### config.mk
export PLATFORM = sky130hd
export DESIGN_NAME = mem_wb_stage
export DESIGN_NICKNAME = d
export VERILOG_FILES = /design/src/rtl/mem_wb_stage.sv
export SDC_FILE = /design/constraint.sdc
export NUM_CORES = 1
export LEC_CHECK = 0
export ABC_AREA = 1
export BUFFER_PORTS_ARGS = -buffer_cell sky130_fd_sc_hd__buf_4
export CAP_MARGIN = 5
export CORE_ASPECT_RATIO = 0.6
export CORE_MARGIN = 4
export CORE_UTILIZATION = 43
export DETAILED_ROUTE_END_ITERATION = 7
export PLACE_DENSITY = 0.73
export SLEW_MARGIN = 5
export SYNTH_ARGS = -nofsm -noshare
export SYNTH_HDL_FRONTEND = slang
export SYNTH_SLANG_ARGS = --single-unit
### constraint.sdc
create_clock -name clk -period 1.5 [get_ports clk]
set_clock_uncertainty 0.1 [all_clocks]
set_input_delay 0.3 -clock clk [delete_from_list [all_inputs] [get_ports clk]]
set_output_delay 0.3 -clock clk [all_outputs]
set_load 0.01 [all_outputs]
### src/rtl/mem_wb_stage.sv
// MEM->WB pipeline stage: waits on data-memory reads, extracts load bytes and halfwords,
// and registers the writeback port. It raises a sticky flag when a load is abandoned.
module mem_wb_stage #(
    parameter int unsigned LOAD_TIMEOUT = 255
) (
    input  logic        clk,
    input  logic        rst,
    input  logic        valid_mem,
    input  logic        RegWrite_mem,
    input  logic [4:0]  rdAddr_mem,
    input  logic        MemRead_mem,
    input  logic [2:0]  funct3_mem,
    input  logic [1:0]  addrLow_mem,
    input  logic [1:0]  WbSel_mem,
    input  logic [31:0] AluResult_mem,
    input  logic [31:0] PcPlus4_mem,
    input  logic [31:0] dmem_rdata,
    input  logic        dmem_rvalid,
    output logic        stall_mem,
    output logic        RegWrite_wb,
    output logic [4:0]  rdAddr_wb,
    output logic [31:0] RegWriteData_wb,
    output logic        loadTimeout
);

    localparam int unsigned DATA_W = 32;
    localparam int unsigned REG_W  = 5;
    localparam int unsigned CNT_W  = (LOAD_TIMEOUT < 1) ? 1 : $clog2(LOAD_TIMEOUT + 1);
    localparam logic [CNT_W-1:0] CNT_MAX = CNT_W'(LOAD_TIMEOUT);

    typedef enum logic [0:0] {
        IDLE,
        WAIT_LOAD
    } state_t;

    state_t             state;
    state_t             state_n;
    logic [CNT_W-1:0]   cnt;
    logic [CNT_W-1:0]   cnt_n;

    logic               load_pending;
    logic               timeout_hit;
    logic               abandon;
    logic               capture;
    logic [7:0]         byte_sel;
    logic [15:0]        half_sel;
    logic [DATA_W-1:0]  load_data;
    logic [DATA_W-1:0]  wb_data;

    // Stall and timeout qualifiers; read data arriving on the timeout cycle still wins.
    always_comb begin
        load_pending = valid_mem & MemRead_mem & ~dmem_rvalid;
        timeout_hit  = (state == WAIT_LOAD) && (cnt == CNT_MAX);
        abandon      = timeout_hit & load_pending;
        stall_mem    = load_pending & ~timeout_hit & ~rst;
        capture      = valid_mem & ~stall_mem & ~abandon;
    end

    always_ff @(posedge clk) begin
        if (rst) begin
            state <= IDLE;
            cnt   <= '0;
        end else begin
            state <= state_n;
            cnt   <= cnt_n;
        end
    end

    always_comb begin
        state_n = state;
        cnt_n   = cnt;
        case (state)
            IDLE: begin
                if (load_pending) begin
                    state_n = WAIT_LOAD;
                    cnt_n   = CNT_W'(1);
                end
            end
            WAIT_LOAD: begin
                cnt_n = cnt + CNT_W'(1);
                if (dmem_rvalid || timeout_hit || !valid_mem) begin
                    state_n = IDLE;
                    cnt_n   = '0;
                end
            end
            default: begin
                state_n = IDLE;
                cnt_n   = '0;
            end
        endcase
    end

    // Load lane extraction; the halfword ignores addrLow[0].
    always_comb begin
        byte_sel = dmem_rdata[{addrLow_mem, 3'b000} +: 8];
        half_sel = dmem_rdata[{addrLow_mem[1], 4'b0000} +: 16];
        case (funct3_mem)
            3'b000:  load_data = {{24{byte_sel[7]}}, byte_sel};
            3'b001:  load_data = {{16{half_sel[15]}}, half_sel};
            3'b100:  load_data = {24'd0, byte_sel};
            3'b101:  load_data = {16'd0, half_sel};
            default: load_data = dmem_rdata;
        endcase
    end

    always_comb begin
        case (WbSel_mem)
            2'b01:   wb_data = load_data;
            2'b10:   wb_data = PcPlus4_mem;
            default: wb_data = AluResult_mem;
        endcase
    end

    // Bubbles clear the write enable only; address and data hold.
    always_ff @(posedge clk) begin
        if (rst) begin
            RegWrite_wb     <= 1'b0;
            rdAddr_wb       <= '0;
            RegWriteData_wb <= '0;
        end else if (capture) begin
            RegWrite_wb     <= RegWrite_mem & (rdAddr_mem != REG_W'(0));
            rdAddr_wb       <= rdAddr_mem;
            RegWriteData_wb <= wb_data;
        end else begin
            RegWrite_wb     <= 1'b0;
        end
    end

    always_ff @(posedge clk) begin
        if (rst) begin
            loadTimeout <= 1'b0;
        end else if (abandon) begin
            loadTimeout <= 1'b1;
        end
    end

endmodule

==> impl_metrics.ini, run 1 <==
[run_status]
status = finished, violations left
violations = setup timing

[floorplan]
fp.dieW_um = 122
core_area_um2 = 7420
rows = 24
ios = 154
start_util_pct = 45.3
die_area_um2 = 9340
die_y_um = 76.5

[finish]
final_core_util_pct = 71.3
final_area_um2 = 5290
layout_commonest_cell = buf_4
final_cell_mix = buf_4 (193), nand2_1 (146), a21oi_1 (87)
area_delta_synth_final_pct = 57.4
layout-drive-gt1-share_pct = 38.2
n_antenna_cell = 0
nNetsFinal = 844

[global_routing]
grt_max_degree = 37
grt.overflow.total = 0
antenna_found_initial = 0
grt_pass1_vias = 3938
grt_first_pass_wirelength_mm = 19.6
track_usage_pct = 26.2

[pwr]
p_clk_share_pct = 29.9
p_comb_share_pct = 34.2
p_leak_nw = 2.61
p_per_area_nw_per_um2 = 749
ir_worst_vdd_mv = 0.527
seqPwrFrac_pct = 35.9
p_sw_share_pct = 31.3
internal-power_mw = 2.72
power_mw = 3.96
switching_power_mw = 1.24

[sta]
drv_slew = 0
rsz0062_at_grt = yes
min_period_ns = 1.80
tightest_slew_ns = 0.363
max-slew-margin-rel_pct = 75.8
hold_viol = 0
finalCritPeriodShare_pct = 120
max_freq_ghz = 0.555
fin_ws_ns = -0.301
setup_viol = 39

[synthesis]
syn_area_um2 = 3360
synth.avg_cell_area_um2 = 6.16
syn-num-nets = 663
synth_ff_type = dfxtp_1
yosys_warnings = 0
yosysSeqAreaShare_pct = 28.6
ys_ff_latch = 48
synthArstFlopShare_pct = 0
synth_edf_count = 0
yosysUniqueCellTypes = 36
syn_inst = 546

[placed_design]
globalplace.congestion = 0.996
io_buffers = 153
post_dp_cell_area_um2 = 4910
dpl.hpwl_mm = 10.1

[detailed_routing]
via_per_inst = 5.33
first_iter_violations = 435
ant_nets = 0
drc = 0
dr.pass1.iters = 5
vias = 4426
wl_per_cell_um = 16.3
routed_wl_mm = 13.5

[min_path]
hp-class = in2reg

[clock_network]
clk-insertion-delay-late_ns = 0.29
cts_buffers = 5
ctsHoldBuffers = 0
cts_max_path_buffers = 2
cts_root_buf = clkbuf_16
cts_tree = built
cts_sinks = 48
cts_max_level = 2
clkTransAtPathRegs_ns = 0.07

[setup_path]
critical_path.max_fanout = 4
worst_setup_path_start_kind = register
cp.required_ns = 1.10
critPathKind = reg2out
critPathArrivalTime_ns = 1.40
worstSetupEndpointType = output pin

[job]
maxCapViolCount = 0
-- through the flow --
step	cells	TNS, ns	hold slack [ns]	setup slack [ns]
global placement	817	-6.65	0.344	-0.240
floorplan	546	-2.21	0.335	-0.0845
finish	831	-9.27	0.146	-0.301
detailed placement	817	-8.87	0.348	-0.354
global route	831	-13.68	0.158	-0.394
CTS	824	-7.12	0.142	-0.239
-- registers in the layout, summed over array words and instances, names as in the netlist --
register / cells
RegWrite_wb: 1
state: 1
cnt: 8
loadTimeout: 1
RegWriteData_wb: 32
rdAddr_wb: 5
-- logic make-up (layout without fill, tap and decap cells) --
| family | Yosys count | count (layout) | share of synthesized area (%) |
|---|---|---|---|
| buffers and inverters | 79 | 259 | 10.9 |
| and+or+nand+nor | 241 | 242 | 31.5 |
| adders and majority gates | 3 | 3 | 1.12 |
| AOI/OAI and AO/OA | 174 | 174 | 27.6 |
| xor gates and xnor gates | 1 | 1 | 0.261 |
| DFF | 48 | 48 | 28.6 |
-- area by class of cell --
| class | instances | area, um2 |
|---|---|---|
| inverters | 45 | 186 |
| repair buffers | 207 | 1710 |
| clock buffers | 7 | 153 |
| multi-input cells | 420 | 2150 |
| flip-flops and latches | 48 | 966 |
| well taps | 104 | 130 |
| fillers | 647 | 2130 |
-- cell usage after synthesis, types with 2 or more instances --
master      n  area share [%]
buf_6       6             2.0
nor2_4      2            0.67
ha_1        3             1.1
nand2_1   148              17
nor2_1     38             4.2
o21ai_0    58             8.6
buf_2       4            0.60
nand3_1    21             3.1
a21oi_2    10             2.6
clkbuf_1   21             2.3
inv_4       2            0.37
inv_2       2            0.22
dfxtp_1    48              29
nor3_1      3            0.45
o21ai_1    11             1.6
or2_2      10             1.9
buf_4       3            0.67
or2_1       6             1.1
inv_1      40             4.5
a21oi_1    90              13
nand2_2     5            0.93
-- per-layer routing --
layer / vias up / GRT usage (%) / part of all wire, %
met1: 2003 / 36.7 / 43
met5: - / 0 / 0
li1: 2153 / - / -
met3: 13 / 9.94 / 13
met4: 0 / 3.46 / 0.81
met2: 257 / 39.0 / 43
-- power groups by stage --
stage          clock network (mW)  registers, mW  logic, mW
6_report                     1.19           1.42       1.35
5_1_grt                      1.26           1.43       1.47
4_1_cts                      1.19           1.42       1.26
3_5_place_dp                    0           1.44       1.25
3_3_place_gp                    0           1.44       1.23
2_1_floorplan                   0           1.48      0.587
-- worst max-delay path: stages, from the launching register on --
cell     delay, ns
dfxtp_2       0.35
ha_4          0.15
nand2_4       0.05
nor2_4        0.17
nand3_2       0.11
nand3_2       0.10
inv_4         0.06
buf_6         0.12
-- path summary, 6_finish.rpt --
kind	start	endpoint	slack (ns)	depth (start not counted)
max reg2reg	cnt[0]	RegWriteData_wb[22]	-0.27	10
max	cnt[0]	stall_mem	-0.30	7
min reg2reg	loadTimeout	loadTimeout	0.36	2
min	rdAddr_mem[4]	rdAddr_wb[4]	0.15	3
-- what timing repair did --
item	CTS	global route
setup buffers	0	1
resized for setup	5	42
gates cloned	0	6
pin swaps	4	10
endpoints found under the setup margin	39	47
(Power assumes the default switching activity.)
==> run 2, diff against run 1 <==
--- a/config.mk
+++ b/config.mk
@@ -8,9 +8,11 @@
 export ABC_AREA = 1
 export BUFFER_PORTS_ARGS = -buffer_cell sky130_fd_sc_hd__buf_4
 export CAP_MARGIN = 5
+export CELL_PAD_IN_SITES_DETAIL_PLACEMENT = 1
+export CELL_PAD_IN_SITES_GLOBAL_PLACEMENT = 2
 export CORE_ASPECT_RATIO = 0.6
 export CORE_MARGIN = 4
-export CORE_UTILIZATION = 43
+export CORE_UTILIZATION = 21
 export DETAILED_ROUTE_END_ITERATION = 7
 export PLACE_DENSITY = 0.73
 export SLEW_MARGIN = 5
==> impl_metrics.ini, run 2 (synthesized netlist as in run 1, its figures left out) <==
[sta]
fin_ws_ns = -0.348
min_period_ns = 1.85
max-slew-margin-rel_pct = 69.3
hold_viol = 0
finalSetupTns_ns = -10.60
rsz0062_at_grt = yes
tightest_slew_ns = 0.460
max_freq_ghz = 0.541
setup_viol = 41
drv_slew = 0
finalCritPeriodShare_pct = 123

[finish]
nNetsFinal = 850
n_antenna_cell = 0
largest_register_ffs = 32
final_cell_mix = buf_4 (192), nand2_1 (143), a21oi_1 (88)
layout_commonest_cell = buf_4
regMostFlops = RegWriteData_wb
multi_input_area_um2 = 2220
fillers = 1962
reg_top3 = RegWriteData_wb x32, cnt x8, rdAddr_wb x5
area_delta_synth_final_pct = 67.6
layout-drive-gt1-share_pct = 40.5
seqCellArea_um2 = 971

[floorplan]
die_area_um2 = 18200
die_y_um = 106
core_area_um2 = 15500
rows = 35
fp.dieW_um = 171
start_util_pct = 21.7
ios = 154

[detailed_routing]
wl_per_cell_um = 18.3
drc = 0
routed_wl_mm = 17.2
ant_nets = 0
first_iter_violations = 211
via_per_inst = 4.63
dr.pass1.iters = 4
vias = 4337

[clock_network]
ctsHoldBuffers = 0
cts_sinks = 48
cts_tree = built
cts_max_path_buffers = 2
clkTransAtPathRegs_ns = 0.07
cts_buffers = 5
clk-insertion-delay-late_ns = 0.29
cts_root_buf = clkbuf_16
cts_max_level = 2

[pwr]
power_mw = 4.04
ir_worst_vdd_mv = 0.437
p_per_area_nw_per_um2 = 717
p_leak_nw = 2.70

[setup_path]
rr_startpoint = cnt[0]
critPathKind = reg2reg
critical_path.max_fanout = 5
worst_setup_path_start_kind = register
cp.required_ns = 1.58
crit_start = cnt[0]
critPathArrivalTime_ns = 1.93
worstSetupEndpointType = register

[job]
maxCapViolCount = 0

[placed_design]
io_buffers = 153
pre_cts_ws_ns = -0.255
dpl.hpwl_mm = 13.3
globalplace.congestion = 0.878

[global_routing]
grt.overflow.total = 0
grt_first_pass_wirelength_mm = 25.2
grt_pass1_vias = 4502
grt_max_degree = 33
track_usage_pct = 17.8
antenna_found_initial = 1

[min_path]
hp-class = in2reg
worstHoldStart = rdAddr_mem[2]

[run_status]
violations = setup timing
status = finished, violations left
## run 2: cell count changes in the layout (fill, tap and decap cells not counted), moves of 2 or more
cell	delta
dfxtp_1	-2
buf_6	+2
o21ai_1	-7
o21ai_2	+4
a21oi_2	-2
clkbuf_1	+2
o21ai_4	+3
buf_12	+2
nand2_1	-3
nand2_2	+4
clkbuf_16	+2
## run 2: routing by layer
layer / share of wire [%] / up-vias / track usage (%)
met1: 49 / 2030 / 26.2
met2: 41 / 138 / 25.4
met3: 9.2 / 11 / 5.95
met4: 0.81 / 2 / 2.77
met5: 0.12 / - / 0
li1: - / 2156 / -
## run 2: area by class of cell
type,instances,share of cell area (%)
Clock buffer,8,2.60
Inverter,45,3.31
Multi-Input combinational cell,419,39.4
Sequential cell,48,17.2
Tap cell,203,4.51
Timing Repair Buffer,214,33.0
## run 2: critical path, cell delays in order (launching register included)
cell	delay (ns)
dfxtp_4	0.36
ha_4	0.14
nand2_4	0.06
nor2_4	0.11
buf_6	0.12
nand4_4	0.09
nand2_4	0.11
nor2_8	0.05
buf_12	0.14
clkbuf_16	0.16
or2_1	0.20
nand2_1	0.06
nor2_1	0.03
## run 2: path summary, 6_finish.rpt
| kind | slack, ns | to | cells after the start |
|---|---|---|---|
| max | -0.35 | RegWriteData_wb[2] | 12 |
| max reg2reg | -0.35 | RegWriteData_wb[2] | 12 |
| min reg2reg | 0.35 | loadTimeout | 2 |
| min | 0.15 | rdAddr_wb[2] | 3 |
## run 2: timing repair
item	CTS	global route
gates cloned	1	6
setup buffers	2	9
gates resized for setup	18	59
endpoints found under the setup margin	40	46
pin swaps	6	8
## run 2: through the flow
stage | std cells | cell area [um2] | utilization [%] | hold slack [ns]
floorplan | 546 | 3390 | - | 0.335
global placement | 912 | 4980 | 32.1 | 0.347
detailed placement | 912 | 4980 | 32.1 | 0.345
CTS | 923 | 5240 | 33.8 | 0.145
global route | 937 | 5630 | 36.3 | 0.155
finish | 937 | 5630 | 36.3 | 0.154
## run 2: report_power, final
part           switching, mW  total (mW)  internal, mW
Sequential            0.0699        1.43          1.36
Clock                  0.501        1.17         0.667
Combinational          0.741        1.44         0.695
Total                   1.31        4.04          2.73
==> run 3, diff against run 2 <==
--- a/config.mk
+++ b/config.mk
@@ -7,14 +7,16 @@
 export LEC_CHECK = 0
 export ABC_AREA = 1
 export BUFFER_PORTS_ARGS = -buffer_cell sky130_fd_sc_hd__buf_4
-export CAP_MARGIN = 5
+export CAP_MARGIN = 30
 export CELL_PAD_IN_SITES_DETAIL_PLACEMENT = 1
 export CELL_PAD_IN_SITES_GLOBAL_PLACEMENT = 2
 export CORE_ASPECT_RATIO = 0.6
 export CORE_MARGIN = 4
 export CORE_UTILIZATION = 21
 export DETAILED_ROUTE_END_ITERATION = 7
+export GPL_ROUTABILITY_DRIVEN = 0
 export PLACE_DENSITY = 0.73
+export RECOVER_POWER = 50
 export SLEW_MARGIN = 5
 export SYNTH_ARGS = -nofsm -noshare
 export SYNTH_HDL_FRONTEND = slang
==> impl_metrics.ini, run 3 (synthesized netlist as in run 1, its figures left out) <==
[finish]
reg_top3 = RegWriteData_wb x32, cnt x8, rdAddr_wb x5
final_cell_mix = buf_4 (177), nand2_1 (144), a21oi_1 (84)
nNetsFinal = 850
layout_commonest_cell = buf_4
n_antenna_cell = 0
regMostFlops = RegWriteData_wb
area_delta_synth_final_pct = 62.8
layout-drive-gt1-share_pct = 37.1
stdcell_count = 937
largest_register_ffs = 32

[setup_path]
path_delay_family = simple AND/OR/NAND/NOR gates
crit_start = cnt[0]
slowest_delay_ns = 0.35
path_depth = 8
critical_path.max_fanout = 2
rr_startpoint = cnt[0]
crit_buf_inv = 3
cp.required_ns = 1.10
cpMaxStageDelayCell = dfxtp_2
worstSetupEndpointType = output pin
critPathArrivalTime_ns = 1.42
critPathKind = reg2out
worst_setup_path_start_kind = register
crit_chain = ha_4 > nand2_4 > nor2_4 > nand3_2 > nand3_2 > inv_4 > buf_6 > buf_6
r2r_cells = 11

[min_path]
hp-class = in2reg
worstHoldStart = rdAddr_mem[3]
whs_path_depth = 3

[global_routing]
grt_pass1_vias = 4532
grt_max_degree = 33
grt.overflow.total = 0
grt_first_pass_wirelength_mm = 25.0
antenna_found_initial = 0
track_usage_pct = 17.7

[detailed_routing]
dr.pass1.iters = 4
via_per_inst = 4.65
first_iter_violations = 250
wl_per_cell_um = 17.5
ant_nets = 0
vias = 4354
drc = 0
routed_wl_mm = 16.4

[clock_network]
cts_max_level = 2
cts_max_path_buffers = 2
clkTransAtPathRegs_ns = 0.07
cts_root_buf = clkbuf_16
cts_buffers = 5
ctsHoldBuffers = 0
clk-insertion-delay-late_ns = 0.30
cts_sinks = 48
cts_tree = built

[sta]
max_freq_ghz = 0.549
finalSetupTns_ns = -8.02
setup_viol = 46
tightest_slew_ns = 0.379
hold_viol = 0
fin_ws_ns = -0.321
finalCritPeriodShare_pct = 121
rsz0062_at_grt = yes
drv_slew = 0
max-slew-margin-rel_pct = 74.8
min_period_ns = 1.82

[run_status]
violations = setup timing
status = finished, violations left

[floorplan]
fp.dieW_um = 171
die_area_um2 = 18200
die_y_um = 106
rows = 35
ios = 154
core_area_um2 = 15500
start_util_pct = 21.7

[job]
maxCapViolCount = 0

[pwr]
p_leak_nw = 2.58
ir_worst_vdd_mv = 0.420
p_per_area_nw_per_um2 = 761
power_mw = 4.17

[placed_design]
dpl.cell_count = 914
dpl.hpwl_mm = 13.0
io_buffers = 153
run 3: what timing repair did:
| item | CTS | global route |
|---|---|---|
| endpoints found under the setup margin | 40 | 48 |
| cloned | 3 | 1 |
| resized for setup | 34 | 38 |
| buffers inserted | 7 | 6 |
| pin swaps | 6 | 11 |
run 3: tightest hold or removal path, stage by stage:
cell and delay [ns]:
buf_4 0.10, nor2_4 0.03, nor2_1 0.09
run 3: layout make-up:
class / instances / area, um2
clock buffers: 6 / 139
clock inverters: 2 / 38.8
fillers: 1997 / 10000
inverters: 45 / 186
multi-input cells: 419 / 2180
flip-flops and latches: 48 / 965
well taps: 203 / 254
repair buffers: 214 / 1710
run 3: power breakdown:
group / switching (mW) / internal [mW] / leakage (nW)
clock network: 0.536 / 0.837 / 0.0871
logic: 0.727 / 0.641 / 2.09
registers: 0.0608 / 1.36 / 0.398
total: 1.32 / 2.84 / 2.58
run 3: path summary, 6_finish.rpt:
kind / endpoint / slack [ns]
setup reg to reg: RegWriteData_wb[4] / -0.28
hold / removal: rdAddr_wb[3] / 0.16
setup / recovery: stall_mem / -0.32
hold reg to reg: loadTimeout / 0.36
run 3: routing by layer:
metal | global-route usage (%) | vias to the layer above | share of wire (%) | wire [um]
met5 | 0 | - | 0 | 0
met4 | 2.60 | 0 | 0.67 | 110
met3 | 4.57 | 8 | 7.6 | 1250
met2 | 25.8 | 128 | 41 | 6640
met1 | 26.4 | 2052 | 51 | 8380
li1 | - | 2166 | - | -
run 3: stage by stage:
stage                     worst slack [ns]  util, %  cell area, um2  hold slack, ns
after floorplan                    -0.0845        -            3390           0.335
after global placement              -0.246     32.3            5010           0.348
after detailed placement            -0.308     32.3            5010           0.352
after CTS                           -0.287     34.8            5390           0.143
after global routing                -0.364     35.3            5470           0.158
final                               -0.321     35.3            5470           0.162
